$ cat src/rtl/ahb_apb_req_arb.sv
// ----------------------------------------------------------------------------
// ahb_apb_req_arb
//   Two-requester round-robin arbiter that turns one granted request at a time
//   into a single AHB-lite transfer toward an AHB-to-APB bridge.
//   State flow per transfer: IDLE -> ADDR -> DATA -> RESP -> IDLE.
//
// Ports
//   hclk, hreset        clock, asynchronous active-high reset
//   req, wr             per-requester request / direction (bit i = requester i)
//   addr, wdata, size   per-requester address, write data, HSIZE (slice i)
//   ack                 one-cycle completion pulse to the granted requester
//   rdata, err          read data / timeout-abort flag, valid while ack != 0
//   hsel_m .. hwdata_m  AHB-lite master outputs toward the bridge
//   hready_m, hrdata_m  bridge response
//
// Build option
//   AHB_APB_ARB_TIMEOUT_EN : adds a DATA-phase wait counter. After TIMEOUT
//   consecutive hready_m-low DATA cycles the transfer completes with err=1,
//   and no new grant is issued until the bridge shows hready_m=1 again.
//   Without the macro DATA waits indefinitely, err is 0 and TIMEOUT is unused.
// ----------------------------------------------------------------------------
module ahb_apb_req_arb #(
    parameter int ADDR_WIDTH = 32,
    parameter int DATA_WIDTH = 32,
    parameter int TIMEOUT    = 255
) (
    input  logic                      hclk,
    input  logic                      hreset,
    input  logic [1:0]                req,
    input  logic [1:0]                wr,
    input  logic [2*ADDR_WIDTH-1:0]   addr,
    input  logic [2*DATA_WIDTH-1:0]   wdata,
    input  logic [5:0]                size,
    output logic [1:0]                ack,
    output logic [DATA_WIDTH-1:0]     rdata,
    output logic                      err,
    output logic                      hsel_m,
    output logic [1:0]                htrans_m,
    output logic                      hwrite_m,
    output logic [2:0]                hsize_m,
    output logic [ADDR_WIDTH-1:0]     haddr_m,
    output logic [DATA_WIDTH-1:0]     hwdata_m,
    input  logic                      hready_m,
    input  logic [DATA_WIDTH-1:0]     hrdata_m
);

    typedef enum logic [1:0] {IDLE, ADDR, DATA, RESP} state_t;

    state_t                  state_q, state_d;
    logic                    grant_q, grant_d;   // requester owning the transfer
    logic                    prio_q,  prio_d;    // winner on a simultaneous request
    logic                    pick;
    logic                    wr_q,    wr_d;
    logic [ADDR_WIDTH-1:0]   addr_q,  addr_d;
    logic [DATA_WIDTH-1:0]   wdata_q, wdata_d;
    logic [2:0]              size_q,  size_d;
    logic [DATA_WIDTH-1:0]   rdata_q, rdata_d;
    logic                    grant_ok;

`ifdef AHB_APB_ARB_TIMEOUT_EN
    localparam int unsigned CNT_W = $clog2(TIMEOUT + 1);
    logic [CNT_W-1:0]        cnt_q,  cnt_d;
    logic                    hold_q, hold_d;     // set by a timeout, cleared by hready_m
    logic                    err_q,  err_d;

    // After an abort the bridge may still be busy; wait until it is ready.
    assign grant_ok = !hold_q || hready_m;
`else
    assign grant_ok = 1'b1;
`endif

    // Single request wins directly; a simultaneous request goes to prio_q.
    assign pick = (req == 2'b11) ? prio_q : req[1];

    always_comb begin
        state_d = state_q;
        grant_d = grant_q;
        prio_d  = prio_q;
        wr_d    = wr_q;
        addr_d  = addr_q;
        wdata_d = wdata_q;
        size_d  = size_q;
        rdata_d = rdata_q;
`ifdef AHB_APB_ARB_TIMEOUT_EN
        cnt_d   = cnt_q;
        hold_d  = hold_q;
        err_d   = err_q;
        if (state_q == IDLE && hready_m) begin
            hold_d = 1'b0;
        end
`endif
        case (state_q)
            IDLE: begin
                if (req != 2'b00 && grant_ok) begin
                    grant_d = pick;
                    prio_d  = ~pick;
                    wr_d    = wr[pick];
                    addr_d  = addr[pick*ADDR_WIDTH +: ADDR_WIDTH];
                    wdata_d = wdata[pick*DATA_WIDTH +: DATA_WIDTH];
                    size_d  = size[pick*3 +: 3];
                    state_d = ADDR;
                end
            end
            ADDR: begin
                if (hready_m) begin
                    state_d = DATA;
`ifdef AHB_APB_ARB_TIMEOUT_EN
                    cnt_d   = '0;
`endif
                end
            end
            DATA: begin
                if (hready_m) begin
                    rdata_d = wr_q ? '0 : hrdata_m;
                    state_d = RESP;
`ifdef AHB_APB_ARB_TIMEOUT_EN
                    err_d   = 1'b0;
                end else if (cnt_q == CNT_W'(TIMEOUT - 1)) begin
                    // This wait cycle brings the count to TIMEOUT: abort.
                    rdata_d = '0;
                    err_d   = 1'b1;
                    hold_d  = 1'b1;
                    state_d = RESP;
                end else begin
                    cnt_d   = cnt_q + 1'b1;
`endif
                end
            end
            RESP: begin
                state_d = IDLE;
            end
            default: begin
                state_d = IDLE;
            end
        endcase
    end

    always_ff @(posedge hclk or posedge hreset) begin
        if (hreset) begin
            state_q <= IDLE;
            grant_q <= 1'b0;
            prio_q  <= 1'b0;
            wr_q    <= 1'b0;
            addr_q  <= '0;
            wdata_q <= '0;
            size_q  <= '0;
            rdata_q <= '0;
`ifdef AHB_APB_ARB_TIMEOUT_EN
            cnt_q   <= '0;
            hold_q  <= 1'b0;
            err_q   <= 1'b0;
`endif
        end else begin
            state_q <= state_d;
            grant_q <= grant_d;
            prio_q  <= prio_d;
            wr_q    <= wr_d;
            addr_q  <= addr_d;
            wdata_q <= wdata_d;
            size_q  <= size_d;
            rdata_q <= rdata_d;
`ifdef AHB_APB_ARB_TIMEOUT_EN
            cnt_q   <= cnt_d;
            hold_q  <= hold_d;
            err_q   <= err_d;
`endif
        end
    end

`ifdef AHB_APB_ARB_TIMEOUT_EN
    assign err = err_q;
`else
    assign err = 1'b0;
`endif

    assign ack      = (state_q == RESP) ? (grant_q ? 2'b10 : 2'b01) : 2'b00;
    assign rdata    = rdata_q;
    assign hsel_m   = (state_q == ADDR);
    assign htrans_m = (state_q == ADDR) ? 2'b10 : 2'b00;
    assign hwrite_m = wr_q;
    assign hsize_m  = size_q;
    assign haddr_m  = addr_q;
    assign hwdata_m = wdata_q;

endmodule

$ cat config.mk
export PLATFORM = sky130hd
export DESIGN_NAME = ahb_apb_req_arb
export DESIGN_NICKNAME = d
export VERILOG_FILES = /design/src/rtl/ahb_apb_req_arb.sv
export SDC_FILE = /design/constraint.sdc
export NUM_CORES = 1
export LEC_CHECK = 0
export ABC_AREA = 1
export BUFFER_PORTS_ARGS = -buffer_cell sky130_fd_sc_hd__clkbuf_2
export CAP_MARGIN = 0
export CELL_PAD_IN_SITES_DETAIL_PLACEMENT = 0
export CELL_PAD_IN_SITES_GLOBAL_PLACEMENT = 2
export CORE_AREA = 2 2 156 158
export DETAILED_ROUTE_END_ITERATION = 10
export DIE_AREA = 0 0 158 160
export GPL_TIMING_DRIVEN = 1
export PLACE_DENSITY_LB_ADDON = 0.1
export SLEW_MARGIN = 20
export SYNTH_ARGS = -nofsm -noshare
export SYNTH_HDL_FRONTEND = slang
export SYNTH_SLANG_ARGS = --single-unit
export TNS_END_PERCENT = 50
$ cat constraint.sdc
create_clock -name hclk -period 2.5 [get_ports hclk]
set_input_delay 0 -clock hclk [delete_from_list [all_inputs] [get_ports hclk]]
set_output_delay 0 -clock hclk [all_outputs]
set_load 0.1 [all_outputs]
==> flow_metrics.env <==
export IMPL_status="finished, final reports clean"
export IMPL_fin_setup_tns_ns=0
export IMPL_worstMarginPinSlew_ns=0.982
export IMPL_critPathArrivalTime_ns=2.58
export IMPL_clkTransAtPathRegs_ns=0.07
export IMPL_hold_buffers=169
export IMPL_critPathSlowestCell="dlygate4sd3_1"
export IMPL_cts_tree="yes"
export IMPL_max_clock_path_buffers=2
export IMPL_rows=57
export IMPL_wl_met1_mm=8.77
export IMPL_worst_path_stages=6
export IMPL_reg2reg_slack_ns=0.21
export IMPL_rsz0062_at_grt="no"
export IMPL_synth_top_flop_cell="dfrtp_1"
export IMPL_cp_end_kind="flop"
export IMPL_post_route_util_pct=35.8
export IMPL_die_w_microns=158
export IMPL_grt_use_total_pct=16.2
export IMPL_period_needed_ns=2.29
export IMPL_post_cts_resize_count=0
export IMPL_synth_seq_area_share_pct=53.6
export IMPL_start_util_pct=20.4
export IMPL_met2_length_mm=9.87
export IMPL_rr_startpoint="state_q[0]"
export IMPL_synth_top_area_share_pct=53.6
export IMPL_fill_cells=2591
export IMPL_vias=5747
export IMPL_drt_initial_drc_count=347
export IMPL_cts_buffers=9
export IMPL_detail_route_antenna_nets=0
export IMPL_hold_viol=0
export IMPL_r2r_cells=6
export IMPL_gp_congestion=0.743
export IMPL_antenna_found_initial=2
export IMPL_grt_max_degree=69
export IMPL_synth_distinct_cells=22
export IMPL_route_detailed_drc=0
export IMPL_drive_above_1_share_pct=31.9
export IMPL_worstPathRequired_ns=2.78
export IMPL_clock_root_buffer="clkbuf_16"
export IMPL_grt_pass1_wl_mm=32.1
export IMPL_syn_area_per_cell_sq_um=8.62
export IMPL_core_area_sq_um=23800
export IMPL_worst_clock_skew_ns=0.00831
export IMPL_dp_hpwl_mm=13.0
export IMPL_synth_most_common_cell="nand2_1"
export IMPL_wl_met3_mm=1.55
export IMPL_setup_worst_path_class="reg2reg"
export IMPL_start_kind="flop"
export IMPL_yosysWarningCount=0
export IMPL_hold_depth=4
export IMPL_cts_htree_levels=3
export IMPL_finalNetCount=1153
export IMPL_drt_total_wl_mm=20.6
export IMPL_postCtsSetupBuffers=0
export IMPL_area_growth_pct=75.5
export IMPL_syn_inst=563
export IMPL_critical_path_max_stage_delay_ns=0.55
export IMPL_clock_sinks=104
export IMPL_worstPathMaxFanout=49
export IMPL_worstHoldPathType="in2reg"
export IMPL_crit_family="buffers and inverters"
export IMPL_max_freq_mhz=436
export IMPL_wire_per_inst_microns=15.8
export IMPL_crit_path_end="haddr_m[6]"
export IMPL_die_area_sq_um=25300
export IMPL_firstDrtPassIters=5
export IMPL_worst_path_buf_inv=3
export IMPL_slew_headroom_pct=34.3
export IMPL_insertion_delay_ns=0.35
export IMPL_synthArstFlopShare_pct=100
export IMPL_routed_top_layer="met5"
export IMPL_seqCellArea_sq_um=2600
export IMPL_yosys_top_cells_area="dfrtp_1, nand3_1, nand2_1"
export IMPL_fin_crit_sh_pct=91.8
export IMPL_diodes=0
export IMPL_yosysTopAreaCell="dfrtp_1"
export IMPL_multi_input_area_sq_um=1950
export IMPL_io_pins=279
export IMPL_setup_viol=0
export IMPL_slew_viol_final=0
export IMPL_synth_common_cells="nand2_1, nand3_1, dfrtp_1, nand4_1, o21ai_0"
export IMPL_via_per_inst=4.41
export IMPL_grt_overflow=0
export IMPL_reg2reg_to="haddr_m[6]"
export IMPL_synth_seq_cells=104
export IMPL_synth_edf_count=0
export IMPL_fp_dieH_microns=160
export IMPL_path_cells="inv_1 > ha_2 > buf_4 > nand4_1 > nand3_1 > dlygate4sd3_1"
export IMPL_syn_cell_area_sq_um=4850
export IMPL_io_buffer_count=276
export IMPL_crit_start="state_q[0]"
export IMPL_grt_pass1_vias=6095
export IMPL_drv_cap=0
[per-stage QoR]
stage | setup slack (ns) | cells | hold slack, ns | cell area, sq um
global placement | 0.722 | 1120 | 0.226 | 6500
global route | 0.0441 | 1304 | 0.114 | 8520
floorplan | 0.674 | 564 | 0.145 | 4860
CTS | 0.231 | 1304 | 0.0661 | 8520
detailed placement | 0.647 | 1120 | 0.229 | 6500
finish | 0.205 | 1304 | 0.0853 | 8520
[worst register-to-register path, delay by kind of cell, from the launching register on]
kind,cells,cell delay (ns)
buffers and inverters,3,1.18
flip-flops,1,0.41
AND/OR/NAND/NOR,2,0.38
adder cells (fa/ha/maj),1,0.26
[area by class of cell]
type | instances | share of cell area (%)
clock buffer | 11 | 2.97
clock inverter | 4 | 0.911
inverter | 8 | 0.397
multi-input combinational | 396 | 22.8
sequential | 104 | 30.6
tap | 324 | 4.76
timing repair buffer | 457 | 37.6
[kinds of logic (layout without fill, tap and decap cells)]
| family | Yosys count | after routing | synth area share, % |
|---|---|---|---|
| AOI/OAI and AO/OA | 36 | 36 | 4.00 |
| other | 1 | 2 | 0.0773 |
| DFF | 104 | 104 | 53.6 |
| adders and majority gates | 4 | 4 | 1.03 |
| buffers and inverters | 64 | 480 | 6.47 |
| and+or+nand+nor | 354 | 354 | 34.8 |
[sequential cells by signal, indices dropped and copies added, names as in the netlist]
name	cells
haddr_m	32
hwdata_m	32
rdata	32
hsize_m	3
state_q	2
grant_q	1
hwrite_m	1
prio_q	1
[worst min path at each step]
stage                     start  slack, ns         end
floorplan           hrdata_m[0]       0.14    rdata[0]
global placement         hreset       0.23  hsize_m[0]
detailed placement       hreset       0.23  hsize_m[0]
CTS                    hready_m       0.07  state_q[1]
global route           hready_m       0.11  state_q[1]
finish                 hready_m       0.09  state_q[1]
[per-layer routing]
metal	vias to the layer above	global-route usage, %
met5	-	0
met4	4	5.12
met3	26	4.42
met2	203	27.7
met1	2737	19.6
li1	2777	-
[layout by cell type (no fill, tap or decap), types with 2 or more instances in the layout]
cell,netlist,routed
nand2_2,2,3
buf_4,10,9
nand4_1,68,68
clkinv_4,0,2
clkbuf_16,0,9
dfrtp_1,104,104
nand3_1,138,138
o21ai_1,2,2
clkbuf_2,0,276
conb_1,1,2
inv_1,7,6
nand2_1,142,141
o21ai_0,32,32
bufinv_16,0,2
ha_1,4,3
clkbuf_8,0,2
dlygate4sd3_1,0,169
buf_12,0,3
Power is not shown: default switching activity piles up to over one toggle a cycle in this logic, so the estimate is an artifact.
